===== src/rtl/led_pwm_dimmer.sv =====
// led_pwm_dimmer
//
// Three-channel PWM dimmer sitting between the LED sequencer and the RGB pads.
// A prescaler divides clk into PWM ticks; 255 ticks form one PWM period.
// Each channel has an 8-bit brightness level that is fixed for a whole period
// and refreshed only at period end. The pad is on while the period counter is
// below the level, so level N gives N ticks of on-time per period.
//
// Optional feature (compile-time macro LED_PWM_FADE_EN):
//   defined   -> with fade_step != 0 each level walks toward its target by
//                fade_step per period end, stopping exactly on the target.
//   undefined -> level jumps straight to the target; fade_step is ignored.
//
// Ports
//   clk               system clock (12 MHz)
//   rst               synchronous active-high reset, overrides everything
//   enable            dimmer enable; low holds counters/levels at 0, outputs off
//   led_r/g/b_in      raw colour bits from the LED sequencer
//   duty_r/g/b        per-channel brightness, 0 = off, 255 = fully on
//   fade_step         level change per period when fading (0 = no fade)
//   led_r/g/b         registered PWM drive to the pads
//   pwm_sync          one-clk pulse on the first clk of each PWM period

module led_pwm_dimmer #(
  parameter logic [13:0] TERMINAL_CNT_TICK = 14'd46
) (
  input  logic       clk,
  input  logic       rst,
  input  logic       enable,
  input  logic       led_r_in,
  input  logic       led_g_in,
  input  logic       led_b_in,
  input  logic [7:0] duty_r,
  input  logic [7:0] duty_g,
  input  logic [7:0] duty_b,
  input  logic [3:0] fade_step,
  output logic       led_r,
  output logic       led_g,
  output logic       led_b,
  output logic       pwm_sync
);

  localparam logic [7:0] PeriodLast = 8'd254;

  // Timing chain
  logic [13:0] presc_q, presc_d;
  logic [7:0]  period_q, period_d;
  logic        tick;
  logic        period_end;

  // Channel state, index 0 = red, 1 = green, 2 = blue
  logic            enable_q;
  logic            load_shadow;
  logic [2:0]      chan_in;
  logic [2:0]      chan_in_q;
  logic [2:0][7:0] duty;
  logic [2:0][7:0] shadow_q, shadow_d;
  logic [2:0][7:0] target;
  logic [2:0][7:0] level_q, level_d;

  // Output registers
  logic [2:0] led_q, led_d;
  logic       sync_q, sync_d;

  assign chan_in = {led_b_in, led_g_in, led_r_in};
  assign duty    = {duty_b, duty_g, duty_r};

`ifdef LED_PWM_FADE_EN
  // One fade step from cur toward tgt. Arithmetic is 9 bits wide so a large
  // step near 0 or 255 cannot wrap; the result is clamped onto the target.
  function automatic logic [7:0] fade_toward(input logic [7:0] cur,
                                             input logic [7:0] tgt,
                                             input logic [3:0] step);
    logic [8:0] up;
    logic [8:0] down;
    logic [7:0] res;
    up   = {1'b0, cur} + {5'd0, step};
    down = {1'b0, cur} - {5'd0, step};
    if (cur < tgt) begin
      res = (up >= {1'b0, tgt}) ? tgt : up[7:0];
    end else if (cur > tgt) begin
      // down[8] set means the subtraction went below zero
      res = (down[8] || (down[7:0] <= tgt)) ? tgt : down[7:0];
    end else begin
      res = cur;
    end
    return res;
  endfunction
`else
  // Port kept for pin compatibility with the fading build.
  logic unused_fade_step;
  assign unused_fade_step = ^fade_step;
`endif

  // Prescaler and period counter. Both sit at zero while disabled so the
  // first period after enable rises is a full, aligned period.
  always_comb begin
    presc_d    = presc_q;
    period_d   = period_q;
    tick       = enable && (presc_q == TERMINAL_CNT_TICK);
    period_end = tick && (period_q == PeriodLast);
    if (!enable) begin
      presc_d  = '0;
      period_d = '0;
    end else begin
      presc_d = tick ? 14'd0 : presc_q + 14'd1;
      if (tick) begin
        period_d = (period_q == PeriodLast) ? 8'd0 : period_q + 8'd1;
      end
    end
  end

  // Duty shadows are captured on the first enabled clk and at every period
  // end. Targets are formed from the value being captured, so a duty written
  // mid-period lands in the very next period and never in the current one.
  always_comb begin
    load_shadow = enable && (!enable_q || period_end);
    shadow_d    = load_shadow ? duty : shadow_q;
    for (int c = 0; c < 3; c++) begin
      target[c] = chan_in_q[c] ? shadow_d[c] : 8'd0;
    end
  end

  // Levels change only at period end.
  always_comb begin
    level_d = level_q;
    if (!enable) begin
      level_d = '0;
    end else if (period_end) begin
      for (int c = 0; c < 3; c++) begin
`ifdef LED_PWM_FADE_EN
        if (fade_step == 4'd0) begin
          level_d[c] = target[c];
        end else begin
          level_d[c] = fade_toward(level_q[c], target[c], fade_step);
        end
`else
        level_d[c] = target[c];
`endif
      end
    end
  end

  // Compare result is registered: exactly one clk from counter/level to pad.
  always_comb begin
    led_d = '0;
    for (int c = 0; c < 3; c++) begin
      led_d[c] = enable && (period_q < level_q[c]);
    end
    sync_d = period_end;
  end

  always_ff @(posedge clk) begin
    if (rst) begin
      presc_q   <= '0;
      period_q  <= '0;
      enable_q  <= 1'b0;
      chan_in_q <= '0;
      shadow_q  <= '0;
      level_q   <= '0;
      led_q     <= '0;
      sync_q    <= 1'b0;
    end else begin
      presc_q   <= presc_d;
      period_q  <= period_d;
      enable_q  <= enable;
      chan_in_q <= chan_in;
      shadow_q  <= shadow_d;
      level_q   <= level_d;
      led_q     <= led_d;
      sync_q    <= sync_d;
    end
  end

  assign led_r    = led_q[0];
  assign led_g    = led_q[1];
  assign led_b    = led_q[2];
  assign pwm_sync = sync_q;

endmodule


===== config.mk =====
export PLATFORM = sky130hd
export DESIGN_NAME = led_pwm_dimmer
export DESIGN_NICKNAME = d
export VERILOG_FILES = /design/src/rtl/led_pwm_dimmer.sv
export SDC_FILE = /design/constraint.sdc
export NUM_CORES = 1
export LEC_CHECK = 0
export ABC_CLOCK_PERIOD_IN_PS = 1770
export CORE_MARGIN = 1
export CORE_UTILIZATION = 30
export CTS_CLUSTER_DIAMETER = 80
export CTS_CLUSTER_SIZE = 14
export DETAILED_ROUTE_END_ITERATION = 10
export PLACE_DENSITY = 0.48
export SLEW_MARGIN = 20
export SYNTH_ARGS = -nofsm -noshare
export SYNTH_HDL_FRONTEND = slang
export SYNTH_SLANG_ARGS = --single-unit

===== constraint.sdc =====
create_clock -name clk -period 1.77 [get_ports clk]
set_input_delay 0.4425 -clock clk [delete_from_list [all_inputs] [get_ports clk]]
set_output_delay 0.4425 -clock clk [all_outputs]
set_load 0.01 [all_outputs]

# After elaboration in Yosys (flattened, before gate mapping)
# Cells that the tools add are included.
# W data, S select, Z words.
# totals
inputBits,34
output_inout_bits,4
regBits,78
elab_cells,35
# classes
reduce_logical,10
order_cmp,3
add_sub_neg,2
muxes,5
eq_ne,2
n_bitwise,1
# op_table
op,count
$mux W8,4
$lt A8 B8 Y1,3
$mux W24,1
$add A14 B1 Y14 const B,1
$eq A14 B6 Y1 const B,1
$add A8 B1 Y8 const B,1
$eq A8 B8 Y1 const B,1
$logic_and A1 B1 Y1,6
$reduce_or A3 Y1,1
$reduce_or A2 Y1,1
$logic_not A1 Y1,1
$logic_or A1 B1 Y1,1
$not A1 Y1,1

# Longest topological paths before layout
# Gate-level depths: netlist of the first run.
# logic_depth
depth_word,7
depth_mapped,8
depth_no_buf,7

# Least setup slack after synthesis of the first run
# Ideal clock, no wire load.
# synth_path
path_kind,reg-to-reg
startpoint,register presc_q[0]
endpoint,register level_q[16] (netlist bit)
arrival_ns,1.758
stages_incl_launch_ff,9
required_ns,1.653
path_buffers,2
setup_time_ns,0.117
synth_period_minus_slack_ns,1.875
path_slack_ns,-0.105
cell_sequence,dfxtp_1 inv_1 ha_1 nor4b_1 and4_1 buf_2 a21oi_1 buf_2 a22o_1
# synth_via
elab_chain_len,7
# synth_lines
item,line,rtl
start: declaration,46,"logic [13:0] presc_q, presc_d;"
start signal: assignment,164,presc_q <= presc_d;
$eq A14 B6 Y1 *,100,tick = enable && (presc_q == TERMINAL_CNT_TICK);
$logic_and A1 B1 Y1 *,100,
$logic_and A1 B1 Y1 *,101,period_end = tick && (period_q == PeriodLast);
$logic_or A1 B1 Y1,117,load_shadow = enable && (!enable_q || period_end);
$logic_and A1 B1 Y1,117,
$mux W24,118,shadow_d = load_shadow ? duty : shadow_q;
$mux W8,120,target[c] = chan_in_q[c] ? shadow_d[c] : 8'd0;
end signal: assignment,169,level_q <= level_d;
end: declaration,59,"logic [2:0][7:0] level_q, level_d;"
# Mark *: on every way between the ends. The rest lies on a longest branch, timed or not.
# A chain may end at the register's enable or synchronous reset.

# Final worst setup path of the first run
# layout_path
startpoint,register presc_q[8]
endpoint,register level_q[13] (netlist bit)
# Same word-level chain as after synthesis.

==> results of run 1 <==
[layer usage]
metal,vias to the layer above,track usage,wire [µm],part of all wire
li1,1099,-,-,-
met4,0,0.03731,51,0.0087
met5,-,0,0,0
met2,25,0.2310,2700,0.46
met1,988,0.1863,2928,0.50
met3,5,0.02871,156,0.027
[worst max path at each step]
| stage | to | slack, ns | cells past startpoint |
|---|---|---|---|
| finish | level_q[13] | 0.11 | 7 |
| global route | period_q[7] | -0.02 | 8 |
| CTS | level_q[7] | 0.002 | 8 |
| detailed placement | level_q[7] | -0.48 | 7 |
| global placement | level_q[7] | -0.43 | 7 |
| floorplan | level_q[16] | 0.05 | 8 |
[cells by family after synthesis]
kind of cell,after synthesis,synth area share
AOI/OAI and AO/OA,43,0.1425
xor gates and xnor gates,18,0.06026
adders and majority gates,25,0.1196
buffers and inverters,34,0.05308
DFF,54,0.4132
and+or+nand+nor,95,0.2114
[metrics by stage]
step | utilization | worst slack (ns)
floorplan | - | 0.05345
global placement | 0.4068 | -0.4320
detailed placement | 0.4068 | -0.4781
CTS | 0.4271 | 0.001839
global route | 0.4313 | -0.01903
finish | 0.4313 | 0.1110
[power by group through the flow]
| stage | registers, µW | clock network (µW) | logic, µW |
|---|---|---|---|
| after floorplan | 1250 | 0 | 46.1 |
| after global placement | 1250 | 0 | 152 |
| after global routing | 1230 | 930 | 167 |
| final | 1220 | 856 | 155 |
| after detailed placement | 1250 | 0 | 151 |
| after CTS | 1220 | 895 | 155 |
[synthesized netlist by cell type (4+ instances only)]
cell type  instances  area share
xor2_1            11       0.037
nand4_1            7       0.017
nor4_1             4      0.0096
a21o_1             6       0.017
a22o_1            15       0.050
ha_1              25        0.12
xnor2_1            7       0.023
dfxtp_1           54        0.41
a32o_1             9       0.034
inv_1             27       0.039
nand3_1           11       0.021
nand2b_1           5       0.012
nor2_1            28       0.040
a21oi_1            6       0.011
nor3_1             5      0.0096
nand2_1           15       0.022
[registers in the layout, summed over array words and instances, names as in the netlist]
name	flops
chan_in_q	3
enable_q	1
led_q	3
level_q	24
period_q	8
presc_q	14
pwm_sync	1
[cell type report]
type / instances / area, µm² / share of cell area
Clock inverter: 1 / 30.03 / 0.008348
Clock buffer: 6 / 82.58 / 0.02296
Multi-Input combinational cell: 181 / 1466 / 0.4077
Tap cell: 105 / 131.4 / 0.03652
Inverter: 27 / 101.3 / 0.02817
Timing Repair Buffer: 74 / 701.9 / 0.1951
Sequential cell: 54 / 1084 / 0.3012
[timing repair]
item                       4_1_cts  5_1_grt
setup endpoints to repair       31       12
buffers inserted                 1        1
resized for setup               11        8
pin swaps                        4        7
==> reports/qor.txt, run 1 <==
RSZ-0062 raised after global routing: yes
Starting density of the core: 0.3137
Setup TNS: 0 ns
CP endpoint kind: flip-flop
Crit-path most repeated cell: buf_4
Routed wire length: 5837 µm
Wire length per cell: 13.03 µm
Core Box Area: 8341 µm²
Post-synth top flop: dfxtp_1
Worst slew pin tran: 0.4254 ns
Die Area: 9098 µm²
I/O Buffers: 33
Layout cells sized above 1: 0.1983
Non-Filler Instances: 448
Critical path's top delay family: simple AND/OR/NAND/NOR gates
Die H: 95.39 µm
CTS Hold Bufs: 0
Gpl congestion: 0.7794
Sequential-to-total area share from yosys stat: 0.4132
Slew Viols, Final: 0
Min-delay src: level_q[5]
Commonest cells after routing, fill and taps aside: dfxtp_1, buf_4, clkdlybuf4s50_1
Sw power: 463.7 µW
Maximum VDD drop: 454.3 µV
Most common cell after layout, fill and taps aside: dfxtp_1
Final ANT Viol Nets: 0
Largest net degree at the start of global routing: 22
Net count, final: 402
Placed cells: 439
Worst-case reg-to-reg path depth: 7
Number of diodes: 0
Reg2reg end: level_q[13]
Die X: 95.39 µm
EDFF count, synth: 0
Finish-stage setup viols: 0
Hold EP: level_q[5]
Total power: 2236 µW
Clock Latency Late Sink: 0.31 ns
Worst Hold Class: reg2reg
Hpwl dp: 4391 µm
Status: completed
Syn Nets: 328
Post-Syn Area: 2616 µm²
Flop-to-flop setup slack: 0.11 ns
Slew HR: 0.7142
Core Rows: 33
DRC Markers: 0
Fill cells: 844
Clock Tree Buf Depth: 2
Io pins: 38
CP max stage delay: 0.37 ns
Post-DR vias/cell: 4.725
Worst path bufs/invs: 3
DR vias: 2117
Final period util: 0.9373
WHS Path Cells: 1
Ys Warns: 0
Final hold viol count: 0
Seq pwr share: 0.548
Setup Crit Path Kind: reg2reg
Design area: 3597 µm²
Sw Share: 0.2074
Slowest-stage cell, CP: nor4b_2
Drt first pass iters: 4
Startpoint Class: flip-flop
Vias in the first global route: 2031
Max-Cap Viols: 0
GRT overflow: 0
Post-synth ARST share: 0
Clock root buffer master: clkbuf_8
CTS tree: yes
WHS: 0.4751 ns
CTS Sinks: 54
Critical Path RT: 2.03 ns
Number of synthesized register bits: 54
Clock-pin slew on the worst setup and hold paths: 0.10 ns
Comb power frac: 0.069
Worst EP arrival: 1.92 ns
Power density cells: 621.5 nW/µm²
Clock Power Share: 0.383
DR iter-0 viols: 55
Syn Inst Count: 269
Area delta synth->final: 37.49%
Worst R2R Start: presc_q[8]
Initial antenna violation count: 0
Total CTS buffers: 5
Crit path max fanout: 8
Cell Area, Placed: 3393 µm²
Lkg Pwr: 0.001403 µW
Fin Clk Skew: 0.005559 ns
Netlist cell types: 35
Max Clk Rate: 602.8 MHz
Mean post-synth cell area: 9.726 µm²
H-tree depth: 2
Internal power: 1772 µW
Shortest period the worst path allows: 1.659 ns
Worst setup path start: presc_q[8]
GRT Total Usage: 0.1404
Critical path cell sequence: buf_4, nor4b_2, nand4_4, buf_6, nor2_1, buf_4, a32o_1
First-pass GRT wire length: 9784 µm
(Power assumes the default switching activity.)
==> run 2: changes to the inputs <==
- SLEW_MARGIN: 20 -> unset
==> results of run 2 <==
Final layout, timing and power as in run 1 (identical DEF).
==> run 3: changes to the inputs <==
- HOLD_SLACK_MARGIN: unset -> 0.02
==> results of run 3 <==
Final layout, timing and power as in run 1 (identical DEF).
==> patch: new RTL, flow settings as in run 1 <==
Build with the macro `LED_PWM_FADE_EN` defined.
--- a/src/rtl/led_pwm_dimmer.sv
+++ b/src/rtl/led_pwm_dimmer.sv
@@ -22,2 +22,4 @@
 //   pwm_sync          one-clk pulse on the first clk of each PWM period
+
+`define LED_PWM_FADE_EN
 
Function: same outputs for any inputs over 10 cycles, from zero or initial values and one cycle with rst high; that may be too few to reach the edited logic, so the function may still have changed.
==> patch against run 1 <==
  * The flow now finishes with violations (setup timing)
  * Sequential cell count is 24 higher
  * Power is 140% higher
  * First-iteration DRC count grew to 6.5 times the old value
  * Setup slack worse by 2.1 ns
  * Wire length grew to 4.1 times the old value
  * Non-clock buffer count is 260 higher
  * Design area grew to 3.1 times the old value
  * Die area grew to 2.7 times the old value
  * Hold slack better by 0.020 ns
  * Fmax is 56% lower
  * Synthesized area grew to 2.7 times the old value
  * Critical path type unchanged
  * Highest routed layer unchanged
==> patch: results (changes against run 1) <==
* Outcome: finished, violations left (was complete, no violations)
* Failing checks: setup timing
* Slack of the critical path at -2.00 ns (was 0.111 ns)
* Starting DRT DRC Count at 358 (was 55)
* P_int at 3.71 mW (was 1.77 mW)
* Final setup viols at 42 (was 0)
* Largest net degree at the start of global routing at 28 (was 22)
* Worst Skew at 0.00997 ns (was 0.00556 ns)
* Share of cells above drive strength 1 at 39.4% (was 19.8%)
* CP delay by family, top: compound AO/OA/AOI/OAI gates (was simple AND/OR/NAND/NOR gates)
* Regs by FF count: level_q (24), shadow_q (24), presc_q (14) (was level_q (24), presc_q (14), period_q (8))
* CTS buffer count at 9 (was 5)
* Hold Path End: shadow_q[9]$_SDFF_PP0_ (was level_q[5]$_SDFFE_PP0P_)
* Area of placed instances at 10,200 um2 (was 3390 um2)
* Clock net power at 1.95 mW (was 0.856 mW)
* CLK BUF at 12 (was 6)
* Unique masters post-synth at 70 (was 35)
* Final clock-cell share at 2.67% (was 3.13%)
* Pre-CTS setup slack at -2.70 ns (was -0.478 ns)
* WL final at 24,200 um (was 5840 um)
* WHS Path Cells at 2 (was 1)
* Fillers at 2,256 (was 844)
* Part of the power in the clock network at 36.7% (was 38.3%)
* VDD IR max at 0.389 mV (was 0.454 mV)
* Mapped Cells at 826 (was 269)
* Register bit total from synthesis at 78 (was 54)
* Initial DRT Pass Iterations at 5 (was 4)
* Area grow syn2layout at 60.1% (was 37.5%)
* Fin nets at 1,306 (was 402)
* Critical path arrival at 4.03 ns (was 1.92 ns)
* GPL Wtd Cong at 0.936 (was 0.779)
* Crit Reg-Reg Endpoint: level_q[14]$_SDFFE_PP0P_ (was level_q[13]$_SDFFE_PP0P_)
* Clock-pin slew on the worst setup and hold paths at 0.06 ns (was 0.10 ns)
* Number of H-tree levels at 3 (was 2)
* Sequential-cell power consumption at 1.81 mW (was 1.22 mW)
[patch: cell types whose count changed in the layout (fill, tap and decap cells not counted), moves of 15 or more]
cell	before	now
buf_4	33	272
ha_1	24	100
nor2_1	27	68
a21o_1	6	36
o21ai_0	0	26
xnor2_1	7	31
inv_1	26	47
dfxtp_1	52	72
a21oi_1	5	21
a22o_1	15	0
ha_4	1	16
[patch: cell families (layout without fill, tap and decap cells)]
logic type               Yosys count  in the layout  share of synthesized area [%]
AND/OR/NAND/NOR                  257            257                           19.6
AO/OA/AOI/OAI                    212            212                           21.2
adder cells (fa/ha/maj)          123            123                           22.4
flip-flops                        78             78                           22.1
buffers and inverters             76            404                           4.28
XOR/XNOR                          53             53                           6.56
multiplexers                      27             27                           3.87
[patch: layer usage]
metal	global-route usage (%)	vias to the layer above	wire [um]
met2	35.3	106	11300
met1	27.6	3410	11800
met5	0	-	0
li1	-	3706	-
met4	5.70	0	465
met3	2.50	28	575
[patch: worst max path at each step]
stage | startpoint | end | slack [ns] | cells after the start
CTS | presc_q[0]$_SDFF_PP0_ | level_q[16]$_SDFFE_PP0P_ | -1.97 | 17
global route | presc_q[0]$_SDFF_PP0_ | level_q[11]$_SDFFE_PP0P_ | -2.20 | 19
finish | presc_q[1]$_SDFF_PP0_ | level_q[14]$_SDFFE_PP0P_ | -2.00 | 18
global placement | fade_step[0] | level_q[21]$_SDFFE_PP0P_ | -2.75 | 17
detailed placement | fade_step[1] | level_q[10]$_SDFFE_PP0P_ | -2.70 | 19
floorplan | presc_q[0]$_SDFF_PP0_ | level_q[0]$_SDFFE_PP0P_ | -1.94 | 18
[patch: timing repair]
action | 4_1_cts | 5_1_grt
setup endpoints to repair | 61 | 57
gates resized for setup | 90 | 42
setup buffers | 24 | 7
pin swaps | 32 | 16
